<file path="src/rtl/mem_access_unit.sv">
`default_nettype none
// ============================================================================
// Module   : mem_access_unit
// Brief    : Multicycle load/store sequencer between the CPU control FSM and
//            DMEM, with alignment/window checking and fault reporting.
// Revision : 1.0
// ============================================================================
module mem_access_unit #(
  parameter logic [31:0] DM_BASE = 32'h1001_0000
) (
  input  logic        clk,
  input  logic        rst_n,
  input  logic        req,
  input  logic [2:0]  op,
  input  logic [31:0] addr,
  input  logic [31:0] wdata,
  output logic        busy,
  output logic        done,
  output logic [31:0] rdata,
  output logic        addr_err,
  output logic [31:0] badvaddr,
  output logic        dm_ena,
  output logic        dm_w,
  output logic        dm_r,
  output logic        dm_sign,
  output logic [2:0]  dm_size,
  output logic [11:0] dm_addr,
  output logic [31:0] dm_wdata,
  input  logic [31:0] dm_rdata
);

  localparam logic [2:0] c_OP_LB  = 3'b000;
  localparam logic [2:0] c_OP_LH  = 3'b001;
  localparam logic [2:0] c_OP_LW  = 3'b010;
  localparam logic [2:0] c_OP_LHU = 3'b100;
  localparam logic [2:0] c_OP_SH  = 3'b110;
  localparam logic [2:0] c_OP_SW  = 3'b111;

  typedef enum logic [2:0] {
    S_IDLE   = 3'd0,
    S_ACCESS = 3'd1,
    S_LWAIT  = 3'd2,
    S_DONE   = 3'd3,
    S_FAULT  = 3'd4
  } state_t;

  state_t      r_state;
  state_t      w_state_nxt;
  logic [2:0]  r_op;
  logic [11:0] r_addr;
  logic [31:0] r_wdata;
  logic [31:0] r_rdata;
  logic [31:0] r_badvaddr;

  logic w_is_half;
  logic w_is_word;
  logic w_fault;
  logic w_q_store;

  // Only the incoming request is checked; latched requests are already legal.
  always_comb begin
    w_is_half = (op == c_OP_LH) || (op == c_OP_LHU) || (op == c_OP_SH);
    w_is_word = (op == c_OP_LW) || (op == c_OP_SW);
    w_fault   = (w_is_half && addr[0]) ||
                (w_is_word && (addr[1:0] != 2'b00)) ||
                (addr[31:12] != DM_BASE[31:12]);
  end

  assign w_q_store = r_op[2] & (r_op[1] | r_op[0]);

  always_comb begin
    w_state_nxt = r_state;
    case (r_state)
      S_IDLE:   if (req) w_state_nxt = w_fault ? S_FAULT : S_ACCESS;
      S_ACCESS: w_state_nxt = w_q_store ? S_DONE : S_LWAIT;
      S_LWAIT:  w_state_nxt = S_DONE;
      S_DONE:   w_state_nxt = S_IDLE;
      S_FAULT:  w_state_nxt = S_IDLE;
      default:  w_state_nxt = S_IDLE;
    endcase
  end

  always_ff @(posedge clk or negedge rst_n) begin
    if (!rst_n) begin
      r_state    <= S_IDLE;
      r_op       <= 3'b000;
      r_addr     <= 12'h000;
      r_wdata    <= 32'h0;
      r_rdata    <= 32'h0;
      r_badvaddr <= 32'h0;
    end else begin
      r_state <= w_state_nxt;
      if (r_state == S_IDLE && req) begin
        r_op    <= op;
        r_addr  <= addr[11:0];
        r_wdata <= wdata;
        if (w_fault) r_badvaddr <= addr;
      end
      if (r_state == S_LWAIT) r_rdata <= dm_rdata;
    end
  end

  // DMEM strobes are decoded from state so reset drops them combinationally.
  always_comb begin
    busy     = (r_state != S_IDLE);
    done     = (r_state == S_DONE);
    addr_err = (r_state == S_FAULT);
    dm_ena   = 1'b0;
    dm_w     = 1'b0;
    dm_r     = 1'b0;
    dm_sign  = 1'b0;
    dm_size  = 3'b000;
    if (r_state == S_ACCESS) begin
      dm_ena  = 1'b1;
      dm_w    = w_q_store;
      dm_r    = ~w_q_store;
      dm_sign = (r_op == c_OP_LB) || (r_op == c_OP_LH);
      case (r_op)
        c_OP_LH, c_OP_LHU, c_OP_SH: dm_size = 3'b010;
        c_OP_LW, c_OP_SW:           dm_size = 3'b100;
        default:                    dm_size = 3'b001;
      endcase
    end
  end

  assign rdata    = r_rdata;
  assign badvaddr = r_badvaddr;
  assign dm_addr  = r_addr;
  assign dm_wdata = r_wdata;

endmodule
`default_nettype wire

</file>
<file path="config.mk">
export PLATFORM = sky130hd
export DESIGN_NAME = mem_access_unit
export DESIGN_NICKNAME = d
export VERILOG_FILES = /design/src/rtl/mem_access_unit.sv
export SDC_FILE = /design/constraint.sdc
export NUM_CORES = 1
export LEC_CHECK = 0
export BUFFER_PORTS_ARGS = -buffer_cell sky130_fd_sc_hd__buf_2
export CELL_PAD_IN_SITES_DETAIL_PLACEMENT = 0
export CELL_PAD_IN_SITES_GLOBAL_PLACEMENT = 2
export CORE_ASPECT_RATIO = 1.25
export CORE_UTILIZATION = 29
export CTS_BUF_LIST = sky130_fd_sc_hd__clkbuf_8 sky130_fd_sc_hd__clkbuf_16
export DETAILED_ROUTE_END_ITERATION = 7
export GPL_TIMING_DRIVEN = 0
export HOLD_SLACK_MARGIN = 0.03
export PLACE_DENSITY = 0.93
export SLEW_MARGIN = 25
export SYNTH_ARGS = -nofsm -noshare
export SYNTH_HDL_FRONTEND = slang
export SYNTH_SLANG_ARGS = --single-unit
</file>
<file path="constraint.sdc">
create_clock -name clk -period 4.8 [get_ports clk]
set_input_delay 0.24 -clock clk [delete_from_list [all_inputs] [get_ports clk]]
set_output_delay 0.24 -clock clk [all_outputs]
set_load 0.1 [all_outputs]
</file>
==> flow_metrics.py, run 1 <==
metrics = {
    "sta": {
        "hold_viol_final": 0,
        "clock.fmax_ghz": 0.458,
        "final-setup-viol-count": 0,
        "rsz0062_at_grt": "no",
        "maxSlewViolCount": 0,
        "tightest_slew_ns": 0.522,
        "skew_ns": 0.00768,
        "max_slew_margin_pct": 65.2,
        "min_period_over_period_pct": 45.5,
        "holdWs_ns": 0.0552,
        "period_needed_ns": 2.18,
        "setup_tns_ns": 0,
    },
    "clock_tree": {
        "clk_pin_slew_ns": 0.05,
        "numClockSinks": 114,
        "cts_setup_buffers": 0,
        "cts_root_buffer": "clkbuf_16",
        "ctsHtreeMaxLevel": 4,
        "holdBufCountCts": 40,
        "clock_latency_ns": 0.41,
        "post_cts_resize_count": 0,
        "cts_made_buffers": 17,
        "ctsLongestPathBuffers": 2,
        "cts_tree": "done",
    },
    "detailed_routing": {
        "wl_per_cell_um": 14.5,
        "drc_errors": 0,
        "drt_iter0_markers": 102,
        "postRouteAntennaNets": 0,
        "wl_mm": 12.3,
        "via_per_inst": 4.40,
        "vias": 3744,
        "firstDrtPassIters": 4,
    },
    "place": {
        "dpl_cell_area_mm2": 0.00582,
        "portBuffers": 219,
        "dp_hpwl_mm": 9.01,
        "gp_congestion": 0.716,
    },
    "synth": {
        "ys_async_sr_fraction_pct": 100,
        "synthesis.area_mm2": 0.00447,
        "ys_types": 29,
        "ys_seq_area_share_pct": 63.9,
        "synth-warning-count": 0,
        "yosys_register_bits": 114,
        "syn_area_per_cell_um2": 11.8,
        "postSynthCellCount": 377,
        "synthFlopType": "dfrtp_1",
        "synth_area_leaders": "dfrtp_1 64%, mux2_2 16%, nand2_1 12%",
        "synth_top_area_cell": "dfrtp_1",
        "synth_edf_count": 0,
        "synth_top_area_share_pct": 63.9,
        "synth_nets": 479,
    },
    "layout": {
        "n_antenna_cell": 0,
        "final_common_cell": "buf_2",
        "fill_cells": 1450,
        "multi_input_area_mm2": 0.00151,
        "seqCellArea_mm2": 0.00285,
        "drive_gt1_share_pct": 48.6,
        "layout_common_cells": "225 x buf_2, 143 x nand2_1, 114 x dfrtp_1",
        "area_growth_pct": 53.8,
        "fin_nets": 758,
        "final_area_mm2": 0.00687,
    },
    "global_routing": {
        "grt_pass1_wl_mm": 19.7,
        "grt_overflow": 0,
        "grt_pass1_vias": 3991,
        "grt_usage_pct": 16.2,
        "antenna_found_initial": 0,
        "grt_max_degree": 74,
    },
    "die": {
        "dieArea_mm2": 0.0159,
        "row_count": 50,
        "initial_core_util_pct": 29.8,
        "num_io_pins": 220,
        "core_area_mm2": 0.0150,
        "die_x_um": 113,
        "dieHeight_um": 141,
    },
    "critical_path": {
        "critPathCaptureType": "primary output",
        "worstPathArrival_ns": 1.94,
        "worst-path-max-fanout": 8,
        "critical_path_buf_inv_count": 2,
        "worstPathCellList": "clkbuf_1, o21ai_0, nor2_1, buf_2",
        "critPathTopFamily": "buffers and inverters",
        "crit_path_top_delay_cell": "buf_2",
        "path_class": "flop to primary output",
        "worstPathRequired_ns": 4.56,
        "cp-start-kind": "flop",
        "cpPeakStageDelay_ns": 0.47,
    },
    "power": {
        "ir_drop_uv": 255,
        "powerDensity_mw_per_mm2": 507,
        "leakage_nw": 3.77,
    },
    "status": {
        "outcome": "completed",
    },
    "run": {
        "drv_cap": 0,
    },
    "min_path": {
        "min_path_type": "input pin to flop",
    },
}
[flip-flops by register name (all words and copies together) (netlist names)]
register / count
dm_addr: 12
r_op: 3
rdata: 32
r_state: 3
badvaddr: 32
dm_wdata: 32
[where the power goes]
group          internal (W)  switching [W]  total, W
combinational      0.000184       0.000832   0.00102
sequential          0.00105      0.0000487   0.00110
clock              0.000938       0.000428   0.00137
[metal layers]
layer | up-vias | GRT usage [%] | share of wire [%]
met2 | 161 | 28.0 | 50
met4 | 0 | 7.89 | 2.7
met5 | - | 0 | 0
met3 | 23 | 5.42 | 7.1
met1 | 1761 | 17.6 | 41
li1 | 1799 | - | -
[final timing paths]
path,endpoint,cells past startpoint,startpoint,slack (ns)
min,dm_addr[9]$_DFFE_PN0P_,3,addr[9],0.06
max,dm_w,4,r_op[2]$_DFFE_PN0P_,2.62
min in group asynchronous,rdata[17]$_DFFE_PN0P_,2,rst_n,0.32
max in group asynchronous,dm_wdata[2]$_DFFE_PN0P_,3,rst_n,3.76
min reg2reg,dm_wdata[9]$_DFFE_PN0P_,2,dm_wdata[9]$_DFFE_PN0P_,0.47
max reg2reg,badvaddr[6]$_DFFE_PN0P_,5,r_state[0]$_DFFE_PN0P_,3.00
[synth_stat cells (3+ instances only)]
cell / n
buf_6: 3
mux2_2: 63
buf_2: 7
nor3_1: 3
nor2b_1: 3
nand2_1: 143
clkbuf_1: 7
nor4_1: 4
dfrtp_1: 114
nor2_1: 5
inv_1: 3
[metrics by stage]
| step | total power [W] | worst slack, ns | util [%] | instances |
|---|---|---|---|---|
| after floorplan | 0.00190 | 1.90 | - | 377 |
| after global placement | 0.00210 | 2.16 | 38.6 | 778 |
| after detailed placement | 0.00212 | 2.51 | 38.8 | 779 |
| after CTS | 0.00353 | 2.60 | 45.8 | 851 |
| after global routing | 0.00362 | 2.46 | 45.8 | 851 |
| final | 0.00349 | 2.62 | 45.8 | 851 |
[area by class of cell]
| type | count | share of cell area (%) |
|---|---|---|
| inverter | 3 | 0.164 |
| timing repair buffer | 260 | 22.3 |
| clock inverter | 13 | 2.79 |
| multi-input combinational | 243 | 21.9 |
| tap | 182 | 3.32 |
| buffer | 17 | 1.38 |
| sequential | 114 | 41.5 |
| clock buffer | 19 | 6.59 |
[worst min-delay path: cells and delay by family]
family / cells / cell delay, ns
buf+inv: 1 / 0.09
simple gates: 2 / 0.10
[kinds of logic (layout without fill, tap and decap cells)]
family | count (synthesis) | count (layout) | synth area share (%)
buf+inv | 20 | 312 | 2.38
mux | 65 | 65 | 16.4
simple gates | 169 | 169 | 15.6
flops | 114 | 114 | 63.9
compound gates | 7 | 7 | 1.37
xor+xnor | 2 | 2 | 0.392
Note: power is estimated with default switching activity, not from simulation.
==> run 2, diff against run 1 <==
CORE_UTILIZATION = 27   (was 29)
PLACE_DENSITY = 0.88   (was 0.93)
clock period = 2.1 ns   (was 4.8 ns; I/O delays follow)
==> run 2 against run 1 <==
Net effect: routed wire length increased by 4.8%; global-route usage is 0.44 points lower; critical path depth grew 1; total power grew 120%; flip-flop and latch count unchanged; clock power is 110% higher; clock skew up 0.0016 ns; critical path type unchanged; highest routed layer unchanged.
==> flow_metrics.py, run 2 (same netlist as run 1, synthesis figures left out) <==
metrics = {
    "global_routing": {
        "antenna_found_initial": 0,
        "grt_max_degree": 63,
        "grt_pass1_vias": 4230,
        "grt_usage_pct": 15.7,
        "grt_pass1_wl_mm": 20.3,
        "grt_overflow": 0,
    },
    "detailed_routing": {
        "top_layer": "met4",
        "postRouteAntennaNets": 0,
        "firstDrtPassIters": 4,
        "dr_wl_met2_mm": 6.68,
        "wl_met3_um": 820,
        "vias": 3989,
        "wl_per_cell_um": 13.6,
        "wl_mm": 12.9,
        "m1WireLength_mm": 5.16,
        "drt_iter0_markers": 89,
        "drc_errors": 0,
        "via_per_inst": 4.22,
    },
    "critical_path": {
        "cpPeakStageDelay_ns": 0.42,
        "critPathCaptureType": "primary output",
        "path_class": "flop to primary output",
        "crit_path_top_delay_cell": "dfrtp_1",
        "worstPathCellList": "nor2_1, nand2_1, inv_1, and3_2, buf_2",
        "reg2regPathDepth": 6,
        "rrSetupSlack_ns": 0.24,
        "worst-path-max-fanout": 5,
        "timing.rr.end": "badvaddr[6]$_DFFE_PN0P_",
        "crit_path_end": "dm_size[2]",
        "cp-start-kind": "flop",
        "worstPathArrival_ns": 1.84,
        "cp.depth": 5,
        "cp-startpoint": "r_state[1]$_DFFE_PN0P_",
        "critical_path_buf_inv_count": 2,
        "critPathTopFamily": "buffers and inverters",
        "worstPathRequired_ns": 2.00,
        "reg2reg_from": "r_state[0]$_DFFE_PN0P_",
    },
    "power": {
        "ir_drop_uv": 494,
        "leakage_nw": 4.02,
        "seq_power_share_pct": 32.5,
        "combPwrFrac_pct": 31.0,
        "powerDensity_mw_per_mm2": 1040,
        "power.switching_w": 0.00298,
        "clockPowerShare_pct": 36.6,
        "power.internal_w": 0.00481,
        "swShare_pct": 38.2,
    },
    "clock_tree": {
        "clk_pin_slew_ns": 0.05,
        "cts_root_buffer": "clkbuf_16",
        "ctsLongestPathBuffers": 2,
        "clock_latency_ns": 0.40,
        "numClockSinks": 114,
        "cts_tree": "done",
        "cts_made_buffers": 17,
        "ctsHtreeMaxLevel": 4,
    },
    "sta": {
        "hold_viol_final": 0,
        "fin_ws_ns": 0.151,
        "skew_ns": 0.00931,
        "maxSlewViolCount": 0,
        "clock.fmax_ghz": 0.513,
        "period_needed_ns": 1.95,
        "max_slew_margin_pct": 65.3,
        "rsz0062_at_grt": "no",
        "final-setup-viol-count": 0,
        "holdWs_ns": 0.220,
        "tightest_slew_ns": 0.524,
        "min_period_over_period_pct": 92.8,
    },
    "min_path": {
        "min_path_type": "input pin to async pin",
    },
    "place": {
        "gp_congestion": 0.706,
        "place_ws_ns": -0.141,
        "dpl_cell_area_mm2": 0.00588,
        "dp_hpwl_mm": 9.15,
        "portBuffers": 219,
    },
    "layout": {
        "layout_common_cells": "224 x buf_2, 143 x nand2_1, 114 x dfrtp_1",
        "drive_gt1_share_pct": 45.5,
        "area_growth_pct": 68.0,
        "n_antenna_cell": 0,
        "fin_nets": 822,
        "final_area_mm2": 0.00751,
        "final_common_cell": "buf_2",
    },
    "run": {
        "drv_cap": 0,
    },
    "die": {
        "row_count": 52,
        "dieArea_mm2": 0.0171,
        "dieHeight_um": 146,
        "num_io_pins": 220,
        "initial_core_util_pct": 27.6,
        "die_x_um": 117,
        "core_area_mm2": 0.0162,
    },
    "status": {
        "outcome": "completed",
    },
}
==> run 2: cell count changes in the layout (fill, tap and decap cells not counted), sizes merged <==
cell         delta
buf             +2
bufinv          -3
clkbuf          +5
clkinvlp        -2
dlygate4sd3    +61
inv             -2
==> run 2: metrics by stage <==
stage          setup TNS [ns]  utilization [%]  std cells  total power [W]
2_1_floorplan               0                -        377          0.00435
3_3_place_gp           -47.90             36.1        812          0.00481
3_5_place_dp            -3.59             36.3        813          0.00484
4_1_cts                     0             46.2        943          0.00788
5_1_grt                     0             46.3        946          0.00810
6_report                    0             46.3        946          0.00779
==> run 2: worst min path at each step <==
| stage | end | cells past startpoint | startpoint |
|---|---|---|---|
| 6_report | rdata[12]$_DFFE_PN0P_ | 2 | rst_n |
| 5_1_grt | rdata[12]$_DFFE_PN0P_ | 2 | rst_n |
| 4_1_cts | rdata[9]$_DFFE_PN0P_ | 2 | rst_n |
| 3_5_place_dp | rdata[12]$_DFFE_PN0P_ | 1 | rst_n |
| 3_3_place_gp | dm_wdata[15]$_DFFE_PN0P_ | 3 | wdata[15] |
| 2_1_floorplan | badvaddr[0]$_DFFE_PN0P_ | 0 | rst_n |
==> run 2: cell type report <==
class                           instances  area (µm²)
Timing Repair Buffer                  324        2170
Clock buffer                           23         508
Buffer                                 17        95.1
Multi-Input combinational cell        243        1520
Sequential cell                       114        2850
Clock inverter                          6        78.8
Tap cell                              216         270
Fill cell                            1502        8690
Inverter                                3        11.3
==> run 2: power groups by stage <==
stage / clock network [W] / registers [W] / logic [W]
global placement: 0 / 0.00255 / 0.00226
finish: 0.00285 / 0.00253 / 0.00241
floorplan: 0 / 0.00405 / 0.000304
detailed placement: 0 / 0.00256 / 0.00228
CTS: 0.00293 / 0.00253 / 0.00243
global route: 0.00303 / 0.00255 / 0.00252
==> run 2: routing by layer <==
metal | vias up | GRT usage [%]
met1 | 1901 | 16.7
met4 | 0 | 6.71
met5 | - | 0
met2 | 142 | 28.1
li1 | 1930 | -
met3 | 16 | 4.75
==> run 2: what timing repair did <==
action	4_1_cts	5_1_grt
buffers inserted	0	3
resized for setup	0	1
hold buffers	101	0
endpoints found under the hold margin	164	0
endpoints found under the setup margin	0	30
